<file path="config.mk">
export PLATFORM = sky130hd
export DESIGN_NAME = thor2023_dcache_line_fill
export DESIGN_NICKNAME = d
export VERILOG_FILES = /design/src/rtl/thor2023_dcache_line_fill.sv
export SDC_FILE = /design/constraint.sdc
export NUM_CORES = 2
export LEC_CHECK = 0
export ABC_AREA = 0
export BUFFER_PORTS_ARGS = -buffer_cell sky130_fd_sc_hd__buf_2
export CORE_AREA = 2 2 337 339
export CTS_CLUSTER_DIAMETER = 30
export DETAILED_ROUTE_END_ITERATION = 8
export DIE_AREA = 0 0 339 341
export GPL_TIMING_DRIVEN = 0
export MAX_ROUTING_LAYER = met4
export PLACE_DENSITY = 0.65
export SETUP_SLACK_MARGIN = 0.1
export SYNTH_ARGS = -nofsm -noshare
export SYNTH_HDL_FRONTEND = slang
export SYNTH_SLANG_ARGS = --single-unit
export TNS_END_PERCENT = 30
</file>
<file path="constraint.sdc">
create_clock -name clk -period 2.6 [get_ports clk]
set_input_delay 0.52 -clock clk [delete_from_list [all_inputs] [get_ports clk]]
set_output_delay 0.52 -clock clk [all_outputs]
set_load 0.05 [all_outputs]
</file>
<file path="src/rtl/thor2023_dcache_line_fill.sv">
// thor2023_dcache_line_fill: data-cache miss handler that assembles 512-bit lines from Wishbone bursts
//
// Fills the addressed line and, for accesses spanning two lines, the following line.
// Optional macro THOR2023_DCFILL_TIMEOUT_EN: an 8-bit counter aborts a burst that waits
// TO_CNT cycles without an ack, exactly as if err_i had been seen.
//
// Ports:
//   clk, rst (asynchronous, active-low)
//   req_v/req_rdy/req_adr/req_vadr/req_span : fill request handshake
//   cyc_o/stb_o/we_o/sel_o/cti_o/adr_o      : Wishbone master, incrementing bursts
//   dat_i/ack_i/err_i                       : Wishbone read data and responses
//   line_o        : {v,m,vtag,ptag,data} image, held until the next write
//   update_adr_o  : line-aligned virtual address of line_o
//   wr_dc_o       : one-cycle cache write strobe
//   done_o/err_o  : one-cycle completion / abort pulses
module thor2023_dcache_line_fill #(
    parameter int BUS_WID  = 128,
    parameter int LINE_WID = 512,
    parameter int ADR_WID  = 32,
    parameter int LOBIT    = 6
`ifdef THOR2023_DCFILL_TIMEOUT_EN
    ,
    parameter int TO_CNT   = 255
`endif
) (
    input  logic                            clk,
    input  logic                            rst,
    input  logic                            req_v,
    output logic                            req_rdy,
    input  logic [ADR_WID-1:0]              req_adr,
    input  logic [ADR_WID-1:0]              req_vadr,
    input  logic                            req_span,
    output logic                            cyc_o,
    output logic                            stb_o,
    output logic                            we_o,
    output logic [BUS_WID/8-1:0]            sel_o,
    output logic [2:0]                      cti_o,
    output logic [ADR_WID-1:0]              adr_o,
    input  logic [BUS_WID-1:0]              dat_i,
    input  logic                            ack_i,
    input  logic                            err_i,
    output logic [LINE_WID+2*ADR_WID+1:0]   line_o,
    output logic [ADR_WID-1:0]              update_adr_o,
    output logic                            wr_dc_o,
    output logic                            done_o,
    output logic                            err_o
);
    localparam int BEATS = LINE_WID / BUS_WID;
    localparam int BW    = $clog2(BEATS);
    localparam int OFFB  = $clog2(BUS_WID / 8);
    localparam int LW    = LINE_WID + 2 * ADR_WID + 2;
    localparam logic [ADR_WID-1:0] LINE_INC = ADR_WID'(1 << LOBIT);
    localparam logic [ADR_WID-1:0] AMASK    = ~(LINE_INC - 1'b1);

    typedef enum logic [2:0] {IDLE, BURST, WRITE, DONE, ABORT} state_t;

    state_t              state_q, state_d;
    logic [ADR_WID-1:0]  adr_q, vadr_q;
    logic [BW-1:0]       beat_q;
    logic [1:0]          lines_q;
    logic [LINE_WID-1:0] buf_q;
    logic [LW-1:0]       line_q;
    logic [LW-1:0]       img;
    logic                busy, last, fail;

    assign busy = state_q == BURST;
    assign last = beat_q == BW'(BEATS - 1);

`ifdef THOR2023_DCFILL_TIMEOUT_EN
    logic [7:0] to_q;

    // Cleared outside BURST (so on every entry) and on each ack.
    always_ff @(posedge clk or negedge rst) begin
        if (!rst)
            to_q <= '0;
        else
            to_q <= (busy && !ack_i) ? to_q + 8'd1 : 8'd0;
    end

    assign fail = err_i | (busy & (to_q == 8'(TO_CNT)));
`else
    assign fail = err_i;
`endif

    always_comb begin
        state_d = state_q;
        case (state_q)
            IDLE:    state_d = req_v ? BURST : IDLE;
            BURST:   state_d = fail ? ABORT : (ack_i && last) ? WRITE : BURST;
            WRITE:   state_d = (lines_q > 2'd1) ? BURST : DONE;
            default: state_d = IDLE;
        endcase
    end

    assign req_rdy = state_q == IDLE;
    assign cyc_o   = busy;
    assign stb_o   = busy;
    assign we_o    = 1'b0;
    assign sel_o   = {(BUS_WID/8){busy}};
    assign cti_o   = busy ? (last ? 3'b111 : 3'b010) : 3'b000;
    assign adr_o   = busy ? adr_q + ADR_WID'({beat_q, {OFFB{1'b0}}}) : '0;
    assign wr_dc_o = state_q == WRITE;
    assign done_o  = state_q == DONE;
    assign err_o   = state_q == ABORT;

    // The image is live during WRITE and captured then, so line_o holds through the next burst.
    assign img          = {1'b1, 1'b0, vadr_q, adr_q, buf_q};
    assign line_o       = wr_dc_o ? img : line_q;
    assign update_adr_o = line_o[LINE_WID+ADR_WID +: ADR_WID];

    always_ff @(posedge clk or negedge rst) begin
        if (!rst) begin
            state_q <= IDLE;
            adr_q   <= '0;
            vadr_q  <= '0;
            beat_q  <= '0;
            lines_q <= '0;
            buf_q   <= '0;
            line_q  <= '0;
        end else begin
            state_q <= state_d;
            if (req_v && req_rdy) begin
                adr_q   <= req_adr & AMASK;
                vadr_q  <= req_vadr & AMASK;
                lines_q <= req_span ? 2'd2 : 2'd1;
                beat_q  <= '0;
            end
            if (busy && ack_i && !fail) begin
                buf_q[beat_q*BUS_WID +: BUS_WID] <= dat_i;
                beat_q <= beat_q + 1'b1;
            end
            if (wr_dc_o) begin
                line_q  <= img;
                lines_q <= lines_q - 2'd1;
                beat_q  <= '0;
                if (lines_q > 2'd1) begin
                    adr_q  <= adr_q + LINE_INC;
                    vadr_q <= vadr_q + LINE_INC;
                end
            end
        end
    end
endmodule

</file>
Word level (Yosys, flattened, before mapping)
Index checks and enable logic that the tools add are counted.
{"block": "totals", "ff_bits": 1161, "wordCells": 51}
{"block": "op_classes", "add_sub_neg": 6, "magnitude_cmp": 1, "eq_ne": 5, "n_shift": 2, "mux": 22, "n_reduce_logical": 8}
{"operator": "578-bit two-way mux", "n": 1}
{"operator": "512-bit bitwise mux", "n": 1}
{"operator": "128-bit by 34-bit variable shift with 512-bit output, first input constant", "n": 1}
{"operator": "128-bit by 34-bit variable part select with 512-bit output", "n": 1}
{"operator": "32-bit two-way mux", "n": 7}
{"operator": "32-bit by 7-bit adder with 32-bit output, second input constant", "n": 2}
{"operator": "9-bit negation with 34-bit output", "n": 1}
{"operator": "32-bit by 6-bit adder with 32-bit output", "n": 1}
{"operator": "2-bit two-way mux", "n": 8}
{"operator": "3-bit two-way mux", "n": 3}
{"operator": "3-bit case mux with 3 select lines", "n": 1}
{"operator": "3-bit by 2-bit equality test with 1-bit output, second input constant", "n": 2}
{"operator": "1-bit logical AND", "n": 4}
{"operator": "3-bit by 1-bit equality test with 1-bit output, second input constant", "n": 1}
{"operator": "3-bit equality test, second input constant", "n": 1}
{"operator": "3-bit logical NOT", "n": 1}
{"operator": "3-bit nonzero test", "n": 1}
{"operator": "2-bit by 1-bit adder with 2-bit output, second input constant", "n": 1}
{"operator": "2-bit equality test, second input constant", "n": 1}
{"operator": "2-bit by 1-bit greater-than comparator with 1-bit output, second input constant", "n": 1}
{"operator": "2-bit nonzero test", "n": 1}
{"operator": "2-bit by 1-bit subtractor with 2-bit output, second input constant", "n": 1}
{"operator": "1-bit logical NOT", "n": 1}
{"operator": "1-bit two-way mux", "n": 1}

Logic depth before layout (Yosys ltp)
{"block": "depth", "word_depth": 5, "depth_mapped": 10}

Worst setup path before layout
OpenSTA, ideal clock, no wires.
{"block": "synth_path", "kind": "register to output", "start": "reg state_q[2]", "end": "out update_adr_o[23]", "arrival_ps": 2866, "required_ps": 2080, "setup_slack_ps": -786, "stages_incl_launch_ff": 7, "path_buffers": 4, "cell_sequence": "dfrtp_1 -> or3b_1 -> buf_2 -> clkbuf_1 -> clkbuf_1 -> o21ai_0 -> buf_4"}
{"block": "synth_between", "elab_chain_len": 2}
{"item": "start, declared", "line_no": "57", "text": "state_t state_q, state_d;"}
{"item": "start signal, assigned", "line_no": "121", "text": "state_q <= state_d;"}
{"item": "3-bit by 2-bit equality test with 1-bit output", "line_no": "102", "text": "assign wr_dc_o = state_q == WRITE;"}
{"item": "578-bit two-way mux"}
{"item": "end, declared", "line_no": "43", "text": "output logic [ADR_WID-1:0] update_adr_o,"}
Every way passes these cells.

Final worst setup path
{"block": "layout_path", "start": "reg state_q[2]", "end": "out update_adr_o[21]"}
Same word-level chain as after synthesis.

==> summary.txt <==
Drt
  – First DRT Iteration DRCs: 3495
  – DRT antenna net count: 0
  – Via Count: 42768
  – TritonRoute pass-1 iters: 8
  – Vias per cell: 5.14
  – Final wirelength: 181000 µm
  – WL per Instance: 21.8 µm
  – Post-route DRC: 0

Layout
  – Area Growth Syn to Fin: 46.4%
  – Fin cells: 8314
  – Net total in the final layout: 6825
  – Fin util: 60.9%
  – Share of cells above drive strength 1: 26.1%

Synth
  – EDFF count, synth: 0
  – Cells after synthesis: 5247
  – Synth Cell Area: 0.0465 mm²
  – Synth async-reset ratio: 100%
  – Synthesis-stage register bit count: 1161
  – Commonest cells post-synth: nand2_1, dfrtp_1, o21ai_0
  – Share of the synthesized area in the top cell type: 62.4%
  – Synthesized area per cell: 8.87 µm²
  – Area leader, netlist: dfrtp_1
  – YS warnings: 0
  – Netlist cell types: 57
  – Post-Synth Simple-Gate Area: 25.1%
  – Compound-gate portion of the synthesized area: 7.31%
  – Count leader, synth: nand2_1
  – Largest cells by area after synthesis: dfrtp_1, nand2_1, o21ai_0, clkbuf_1, o21ai_1
  – Primary FF master, synth: dfrtp_1
  – Post-Synth Adder-Cell Area: 0.312%
  – Multiplexer area fraction after synthesis: 0.0242%
  – Seq/Total Area, Yosys: 62.4%
  – Net Count, Synth: 5456
  – Xor/xnor share of the synthesized area: 0.452%
  – Largest family of logic cells by synthesized area: simple AND/OR/NAND/NOR gates

Setup path
  – CP startpoint kind: flip-flop
  – WP data required: 2.08 ns
  – WP buf/inv: 6
  – Crit path DAT: 2.93 ns
  – Crit path max-delay family: buffers and inverters
  – Crit-path cells: or3b_4 > buf_12 > clkbuf_16 > clkbuf_16 > clkbuf_16 > nand2_1 > nand2_2 > buf_4 > buf_6
  – Most common cell on crit path: clkbuf_16
  – Critical Path Fanout Max: 10
  – Setup CP Type: reg2out
  – Crit path capture type: output pin
  – Critical path's slowest cell: or3b_4
  – Slowest stage delay, CP: 0.43 ns
  – Worst Reg-to-Reg Cells: 10
  – Critical path depth: 9

Flow run
  – Max cap viols: 0

CTS
  – TritonCTS clock tree: yes
  – CTS sink count: 1161
  – H-tree lvl count: 5
  – TritonCTS Buffers: 277
  – CTS root buf: clkbuf_16
  – Clock transition at path regs: 0.04 ns
  – Clock Path Buffers: 4
  – Worst-Skew Late Latency: 0.89 ns
  – Hold buffer count at CTS: 168

Timing
  – Final slew viol count: 0
  – Final period util: 133%
  – Fin crit period: 3.45 ns
  – Setup Viol. Count Final: 1357
  – RSZ-0062 raised after global routing: true
  – F_max: 0.290 GHz
  – Fin Clk Skew: 0.0629 ns
  – Fin worst setup slack: -0.850 ns
  – Normalized max-slew margin: 38.6%
  – WHS: -0.359 ns
  – Slew of the pin with the lowest slew margin: 0.921 ns
  – Final hold viol count: 132
  – Final setup TNS: -695.85 ns

Global routing
  – Number of global-route vias before repair: 42893
  – Largest net degree at the start of global routing: 170
  – Gr ovfl total: 0
  – Grt peak-use layer: met2
  – Initial antenna violation count: 14
  – Met1 Track Usage GR: 38.3%
  – Met2 usage in global routing: 48.3%
  – Met3 Use GR: 8.67%
  – Global Route Usage Sum: 31.5%
  – First-pass GRT wire length: 266000 µm

Status
  – Failing checks: hold timing, setup timing
  – Outcome: complete, but fails checks

Floorplanning
  – Row cnt: 123
  – Die Height: 341 µm
  – IO Count: 866
  – Die area: 0.116 mm²
  – Die Span X: 339 µm
  – Initial cell density of the core: 41.6%
  – Total core area: 0.112 mm²

Power
  – Cell Pwr Density: 1010 mW/mm²
  – Leakage power: 35.0 nW
  – Worst vdd ir: 0.807 mV

Placed design
  – GPL Wtd Cong: 0.909
  – Pre-CTS setup slack: -1.57 ns
  – Placed Instances: 7606
  – # port buffers: 852
  – Hpwl dp: 123000 µm

Worst hold path
  – Worst hold path class: in2async
==> cell type report <==
class                      count  area, µm²
antenna                        9       22.5
buffer                       387       3020
clock buffer                 364       7770
clock inverter               104       1520
fill                        9004      43800
inverter                      15       72.6
multi-input combinational   3681      16300
sequential                  1161      29100
tap                         1500       1880
timing repair buffer        1092       8510
timing repair inverter         1       7.51
==> registers in the layout (all words and copies together), names as in the netlist <==
name	flops
buf_q	512
adr_q	32
lines_q	2
beat_q	2
state_q	3
vadr_q	32
line_q	578
==> metal layers <==
metal  routed length [µm]  vias up
met5                    0        -
met3                15700      492
li1                     -    19439
met2                84800     1896
met1                71100    20941
met4                 9760        0
==> path summary, 6_finish.rpt <==
path	slack [ns]	end	from
worst max-delay path	-0.85	update_adr_o[21]	state_q[2]
worst min-delay path	-0.36	buf_q[203]	rst
worst max register to register	-0.63	buf_q[401]	state_q[2]
worst min register to register	0.45	line_q[240]	buf_q[240]
max in group asynchronous	-0.24	adr_q[11]	rst
min in group clk	0.04	adr_q[12]	req_adr[12]
==> report_power, final <==
group	switching, W	leakage (nW)	internal (W)
clock	0.0104	4.51	0.0242
combinational	0.00877	14.6	0.00382
sequential	0.00148	15.9	0.0200
total	0.0207	35.0	0.0480
==> cells in the final DEF, fill, tap and decap left out, drive strengths merged, types with 8 or more instances in the layout <==
master / count
nand2: 2795
dfrtp: 1161
buf: 1067
clkbuf: 608
o21ai: 537
dlygate4sd3: 168
nor2: 64
clkinv: 41
bufinv: 35
nand3: 28
a21oi: 27
and2: 25
clkinvlp: 23
nor3: 23
nand4: 21
inv: 21
o22ai: 19
xnor2: 15
a211oi: 12
and4: 11
ha: 10
nor4: 10
diode: 9
a311oi: 9
xor2: 9
o311ai: 8
==> kinds of logic after synthesis <==
kind of cell    Yosys count
other cells               1
simple gates           3005
fa+ha+maj                11
mux                       1
flops                  1161
compound gates          639
buf+inv                 405
xor+xnor                 24
==> metrics by stage <==
| stage | area (µm²) | total power (W) |
|---|---|---|
| after floorplan | 46900 | 0.0289 |
| after global placement | 53100 | 0.0326 |
| after detailed placement | 53300 | 0.0328 |
| after CTS | 66700 | 0.0683 |
| after global routing | 68100 | 0.0711 |
| final | 68100 | 0.0687 |
==> timing repair <==
action	CTS	global route
endpoints found under the hold margin	678	132
setup buffers	34	23
setup endpoints to repair	1898	1389
gates cloned	5	5
pin swaps	24	31
gates resized for setup	686	466
Note: power is estimated with default switching activity, not from simulation.
